==> src/rtl/divisor_pkg.sv <==
// Shared constants for the sequential divider: FSM state encodings and default operand width.
// Latency: none (constants only).
// Backpressure: none.
package divisor_pkg;

    localparam int DEF_WIDTH = 8;

    localparam logic [2:0] ST_IDLE     = 3'd0;
    localparam logic [2:0] ST_LOAD_LO  = 3'd1;
    localparam logic [2:0] ST_LOAD_DIV = 3'd2;
    localparam logic [2:0] ST_RUN      = 3'd3;
    localparam logic [2:0] ST_DONE     = 3'd4;

endpackage

==> src/rtl/divisor_seq_if.sv <==
// Operand entry and result bundle between the switch/button bank, the divider and the display logic.
// Latency: none (wires only).
// Backpressure: none; results are level signals qualified by done.
interface divisor_seq_if
    import divisor_pkg::*;
#(
    parameter int WIDTH = DEF_WIDTH
);
    logic                 btn;
    logic [WIDTH-1:0]     sw;
    logic [2*WIDTH-1:0]   quotient;
    logic [WIDTH-1:0]     remainder;
    logic                 busy;
    logic                 done;
    logic                 div_by_zero;

    modport master (
        output btn, sw,
        input  quotient, remainder, busy, done, div_by_zero
    );

    modport slave (
        input  btn, sw,
        output quotient, remainder, busy, done, div_by_zero
    );
endinterface

==> src/rtl/btn_edge.sv <==
// Turns a level push-button into a single-cycle pulse on its rising edge; optional 2-flop sync (DIVISOR_SEQ_BTN_SYNC_EN).
// Latency: pulse in the same cycle btn rises, or 2 clocks later with the synchronizer.
// Backpressure: none; holding btn high yields exactly one pulse.
module btn_edge (
    input  logic clk,
    input  logic rst_n,
    input  logic btn,
    output logic pulse
);
    logic btn_s;
    logic btn_q;

`ifdef DIVISOR_SEQ_BTN_SYNC_EN
    logic [1:0] sync;

    // two-flop synchronizer for a button coming straight off the board
    always_ff @(posedge clk or negedge rst_n) begin
        if (!rst_n) sync <= 2'b00;
        else        sync <= {sync[0], btn};
    end

    assign btn_s = sync[1];
`else
    // board debouncer already delivers a clean, synchronous level
    assign btn_s = btn;
`endif

    // previous button level for rising-edge detection
    always_ff @(posedge clk or negedge rst_n) begin
        if (!rst_n) btn_q <= 1'b0;
        else        btn_q <= btn_s;
    end

    assign pulse = btn_s & ~btn_q;
endmodule

==> src/rtl/divisor_seq.sv <==
// Restoring divider: 2W-bit dividend / W-bit divisor, operands keyed in byte-wise; DIVISOR_SEQ_BTN_SYNC_EN adds btn sync.
// Latency: done rises 2*WIDTH clocks after the divisor is captured; divide-by-zero completes on the capture edge.
// Backpressure: button presses during RUN are ignored; results hold until the next completion.
module divisor_seq
    import divisor_pkg::*;
#(
    parameter int WIDTH = DEF_WIDTH
) (
    input  logic          clk,
    input  logic          rst_n,
    divisor_seq_if.slave  dbus
);
    localparam int CW = $clog2(2*WIDTH + 1);

    logic                 btn_pulse;
    logic [2:0]           state;
    logic [2*WIDTH-1:0]   dvd;
    logic [WIDTH-1:0]     dvs;
    logic [WIDTH-1:0]     rem;
    logic [2*WIDTH-1:0]   quo;
    logic [CW-1:0]        cnt;
    logic [2*WIDTH-1:0]   quotient_r;
    logic [WIDTH-1:0]     remainder_r;
    logic                 div_by_zero_r;

    logic [WIDTH:0]       t;
    logic                 fits;
    logic [WIDTH-1:0]     rem_nxt;
    logic [2*WIDTH-1:0]   quo_nxt;

    btn_edge u_btn_edge (
        .clk   (clk),
        .rst_n (rst_n),
        .btn   (dbus.btn),
        .pulse (btn_pulse)
    );

    // one restoring step: shift in the next dividend bit, subtract if the divisor fits
    always_comb begin
        t       = {rem, quo[2*WIDTH-1]};
        fits    = (t >= {1'b0, dvs});
        rem_nxt = fits ? (t[WIDTH-1:0] - dvs) : t[WIDTH-1:0];
        quo_nxt = {quo[2*WIDTH-2:0], fits};
    end

    // operand entry FSM and iterative datapath; result registers move only on completion
    always_ff @(posedge clk or negedge rst_n) begin
        if (!rst_n) begin
            state         <= ST_IDLE;
            dvd           <= '0;
            dvs           <= '0;
            rem           <= '0;
            quo           <= '0;
            cnt           <= '0;
            quotient_r    <= '0;
            remainder_r   <= '0;
            div_by_zero_r <= 1'b0;
        end else begin
            case (state)
                ST_IDLE, ST_DONE: begin
                    if (btn_pulse) begin
                        dvd[2*WIDTH-1:WIDTH] <= dbus.sw;
                        state                <= ST_LOAD_LO;
                    end
                end
                ST_LOAD_LO: begin
                    if (btn_pulse) begin
                        dvd[WIDTH-1:0] <= dbus.sw;
                        state          <= ST_LOAD_DIV;
                    end
                end
                ST_LOAD_DIV: begin
                    if (btn_pulse) begin
                        dvs <= dbus.sw;
                        if (dbus.sw == '0) begin
                            quotient_r    <= '1;
                            remainder_r   <= dvd[WIDTH-1:0];
                            div_by_zero_r <= 1'b1;
                            state         <= ST_DONE;
                        end else begin
                            rem   <= '0;
                            quo   <= dvd;
                            cnt   <= CW'(2*WIDTH);
                            state <= ST_RUN;
                        end
                    end
                end
                ST_RUN: begin
                    rem <= rem_nxt;
                    quo <= quo_nxt;
                    cnt <= cnt - CW'(1);
                    if (cnt == CW'(1)) begin
                        quotient_r    <= quo_nxt;
                        remainder_r   <= rem_nxt;
                        div_by_zero_r <= 1'b0;
                        state         <= ST_DONE;
                    end
                end
                default: state <= ST_IDLE;
            endcase
        end
    end

    assign dbus.quotient    = quotient_r;
    assign dbus.remainder   = remainder_r;
    assign dbus.div_by_zero = div_by_zero_r;
    assign dbus.busy        = (state == ST_RUN);
    assign dbus.done        = (state == ST_DONE);
endmodule

==> src/flat_wrapper.sv <==
// flat-port wrapper written by rule: the top's interface ports become plain ports
module divisor_seq_flat import divisor_pkg::*;
#(
    parameter int WIDTH = DEF_WIDTH
)
  (clk, rst_n, dbus_btn, dbus_sw, dbus_quotient, dbus_remainder, dbus_busy, dbus_done, dbus_div_by_zero);
  divisor_seq_if #(.WIDTH(WIDTH)) dbus_i ();
  input  logic clk;
  input  logic rst_n;
  input wire logic [$bits(dbus_i.btn)-1:0] dbus_btn;
  input wire logic [$bits(dbus_i.sw)-1:0] dbus_sw;
  output wire logic [$bits(dbus_i.quotient)-1:0] dbus_quotient;
  output wire logic [$bits(dbus_i.remainder)-1:0] dbus_remainder;
  output wire logic [$bits(dbus_i.busy)-1:0] dbus_busy;
  output wire logic [$bits(dbus_i.done)-1:0] dbus_done;
  output wire logic [$bits(dbus_i.div_by_zero)-1:0] dbus_div_by_zero;
  assign dbus_i.btn = dbus_btn;
  assign dbus_i.sw = dbus_sw;
  assign dbus_quotient = dbus_i.quotient;
  assign dbus_remainder = dbus_i.remainder;
  assign dbus_busy = dbus_i.busy;
  assign dbus_done = dbus_i.done;
  assign dbus_div_by_zero = dbus_i.div_by_zero;
  divisor_seq #(.WIDTH(WIDTH)) u_core (.clk(clk), .rst_n(rst_n), .dbus(dbus_i));
endmodule
==> config.mk <==
export PLATFORM = sky130hd
export DESIGN_NAME = divisor_seq_flat
export DESIGN_NICKNAME = d
export VERILOG_FILES = /design/src/rtl/divisor_pkg.sv /design/src/rtl/divisor_seq_if.sv /design/src/rtl/btn_edge.sv /design/src/rtl/divisor_seq.sv /design/src/flat_wrapper.sv
export SDC_FILE = /design/constraint.sdc
export NUM_CORES = 1
export LEC_CHECK = 0
export CORE_MARGIN = 2
export CORE_UTILIZATION = 55
export DETAILED_ROUTE_END_ITERATION = 12
export GPL_ROUTABILITY_DRIVEN = 0
export GPL_TIMING_DRIVEN = 0
export PLACE_DENSITY = 0.77
export SETUP_SLACK_MARGIN = 0.15
export SLEW_MARGIN = 20
export SYNTH_ARGS = -nofsm -noshare
export SYNTH_HDL_FRONTEND = slang
export SYNTH_SLANG_ARGS = --single-unit
==> constraint.sdc <==
create_clock -name clk -period 5.7 [get_ports clk]
set_input_delay 1.14 -clock clk [delete_from_list [all_inputs] [get_ports clk]]
set_output_delay 1.14 -clock clk [all_outputs]
set_load 0.01 [all_outputs]
==> results.py <==
metrics = {
    "synthesis": {
        "syn-cell-area_mm2": 0.004041,
        "yosysSeqAreaShare_pct": 50.77,
        "synth_fp_nets": 413,
        "syn-mean-instance-area_um2": 10.34,
        "synth-edff-count": 0,
        "synth_flop_cell": "dfrtp_1",
        "ys_types": 54,
        "async_flop_share_pct": 100.0,
        "yosys_warnings": 0,
        "syn_inst": 391,
        "synth-seq-cells": 82,
    },
    "sta": {
        "tightest_slew_ns": 0.7720,
        "period_minus_slack_ns": 3.204,
        "fmax_mhz": 312.2,
        "final_max_slew_viol_count": 0,
        "finalSetupTns_ns": 0,
        "fin_crit_sh_pct": 56.20,
        "fin_worst_skew_ns": 0.01279,
        "setup_viol": 0,
        "relSlewSlack_pct": 48.25,
        "rsz0062_at_grt": "no",
        "hold_viol": 0,
    },
    "power": {
        "ir_drop_mv": 0.2163,
        "seqPwrFrac_pct": 36.7,
        "swShare_pct": 40.52,
        "p_int_mw": 1.671,
        "p_sw_mw": 1.138,
        "power.density_mw_per_mm2": 591.6,
        "p_leak_nw": 2.041,
        "p_clk_share_pct": 14.3,
        "combPwrFrac_pct": 49.0,
    },
    "finish": {
        "n_antenna_cell": 0,
        "area_delta_synth_final_pct": 17.46,
        "drive_gt1_share_pct": 15.96,
        "final_common_cell": "dfrtp_1",
        "final_nets": 462,
        "fillCellCount": 553,
        "final_cell_mix": "82 x dfrtp_1, 55 x nor2_1, 45 x nand2_1",
        "final_cell_count_no_fill": 544,
        "design_area_mm2": 0.004747,
    },
    "worst_setup_path": {
        "cp_max_fo": 10,
        "worstReg2RegStart": "u_core.dvs[1]",
        "critPathBufInv": 3,
        "worstPathCellList": "and2b_2 > nand2_1 > inv_1 > buf_2 > clkdlybuf4s50_1",
        "r2r_cells": 9,
        "cp.depth": 5,
        "crit_required_ns": 4.56,
        "startpoint": "u_core.state[2]",
        "critical-path-slowest-cell": "clkdlybuf4s50_1",
        "crit_family": "buffers and inverters",
        "start_kind": "flop",
        "worstPathArrival_ns": 2.06,
        "max_stage_delay_ns": 0.60,
        "crit_type": "reg -> out",
        "end_kind": "output port",
    },
    "global_route": {
        "grt_max_degree": 54,
        "grt_pass1_vias": 3024,
        "grt_pass1_wl_um": 15120,
        "grt_overflow": 0,
        "grt.total_usage_pct": 23.49,
        "antenna_found_initial": 0,
    },
    "floorplanning": {
        "boundaryPins": 38,
        "fp.dieW_um": 89.72,
        "dieArea_mm2": 0.008050,
        "core_area_mm2": 0.007176,
        "start_util_pct": 56.32,
        "rows": 31,
        "die_h_um": 89.72,
    },
    "run": {
        "maxCapViolCount": 0,
    },
    "detailed_routing": {
        "via_per_inst": 5.546,
        "ant_nets": 0,
        "wl_per_cell_um": 16.15,
        "first_pass_iters": 4,
        "vias": 3017,
        "wl_um": 8785,
        "drtIter0Drc": 205,
        "drc": 0,
    },
    "place": {
        "placed_area_mm2": 0.004561,
        "hpwl_um": 6428,
        "port_buffers": 37,
        "post-place-cells": 528,
    },
    "cts": {
        "cts-root-buf": "clkbuf_8",
        "ctsHoldBuffers": 0,
        "cts_inserted_buffers": 9,
        "clkLatencyLatePin_ns": 0.36,
        "cts_setup_buffers": 0,
        "cts.path.max_buffers": 2,
        "cts_htree_levels": 3,
        "clk_pin_slew_worst_paths_ns": 0.09,
        "tritoncts": "yes",
        "cts_resized": 0,
        "cts_sinks": 82,
    },
    "min_path": {
        "min-delay-start": "u_core.state[2]",
        "hold_class": "reg -> reg",
        "hold_depth": 1,
    },
    "outcome": {
        "status": "complete, no violations",
    },
}
-- cells by family after synthesis --
logic type               synth area share [%]
AO/OA/AOI/OAI                           11.49
adder cells (fa/ha/maj)                 3.591
flip-flops                              50.77
buffers and inverters                   4.272
XOR/XNOR                               0.8670
AND/OR/NAND/NOR                         18.42
multiplexers                            10.59
-- worst paths after layout --
path | end | slack (ns)
worst min-delay path | u_core.state[1] | 0.51
worst min register to register | u_core.state[1] | 0.51
min in group asynchronous | u_core.dvs[7] | 0.71
max in group asynchronous | u_core.quo[15] | 4.41
worst max register to register | u_core.dbus.remainder[1] | 3.40
worst max-delay path | dbus_busy | 2.50
-- area by class of cell --
class | instances | area, µm² | share of cell area [%]
buffer | 19 | 112.6 | 2.372
clock buffer | 10 | 137.6 | 2.899
clock inverter | 6 | 48.80 | 1.028
inverter | 16 | 60.06 | 1.265
multi-input combinational | 274 | 1817 | 38.27
sequential | 82 | 2052 | 43.23
tap | 99 | 123.9 | 2.609
timing repair buffer | 38 | 395.4 | 8.329
-- power groups by stage --
stage	clock, mW	combinational, mW	sequential (mW)
after floorplan	0	0.921	1.03
after global placement	0	1.32	1.03
after detailed placement	0	1.38	1.04
after CTS	0.410	1.38	1.03
after global routing	0.437	1.52	1.06
final	0.402	1.38	1.03
-- metal layers --
layer  up-vias  wire length (µm)  track usage (%)
met2        50              4078            36.17
met5         -                 0                0
met1      1498              4318            33.86
li1       1456                 -                -
met3        13               256            3.856
met4         0               132            8.846
-- registers in the layout, summed over array words and instances, names as in the netlist, 3 cells and up --
signal                 count
u_core.dbus.quotient      16
u_core.rem                 8
u_core.quo                16
u_core.dbus.remainder      8
u_core.dvs                 8
u_core.state               3
u_core.cnt                 5
u_core.dvd                16
-- metrics by stage --
| stage | utilization [%] | worst slack [ns] | power, mW | hold slack [ns] |
|---|---|---|---|---|
| after floorplan | - | 3.241 | 1.955 | 0.4498 |
| after global placement | 63.21 | 0.6711 | 2.351 | 0.4636 |
| after detailed placement | 63.56 | 2.238 | 2.417 | 0.4864 |
| after CTS | 66.16 | 2.478 | 2.820 | 0.5051 |
| after global routing | 66.16 | 2.328 | 3.025 | 0.5317 |
| final | 66.16 | 2.496 | 2.809 | 0.5054 |
-- cell usage after synthesis, types with 2 or more instances --
cell       instances  share of area [%]
nor3_1            13                1.6
o21a_1             3               0.56
clkbuf_1           6               0.56
o21ai_0           36                4.5
o32a_1             2               0.50
nor3_2            10                2.5
a21oi_1           10                1.2
nand3_1            4               0.50
buf_4              3               0.56
xnor2_1            3               0.65
buf_2              6               0.74
dfrtp_1           82                 51
nor2_1            55                5.1
a211oi_1           4               0.74
nand2_1           45                4.2
mux2i_1           21                5.2
o22ai_1            3               0.46
inv_1             16                1.5
buf_6              3               0.84
o21ai_1            2               0.25
ha_1              10                3.1
o2111ai_1          2               0.43
a221oi_1           2               0.43
mux2_2            17                4.7
nor4_1             2               0.31
nor2b_1            3               0.46
(Power assumes the default switching activity.)
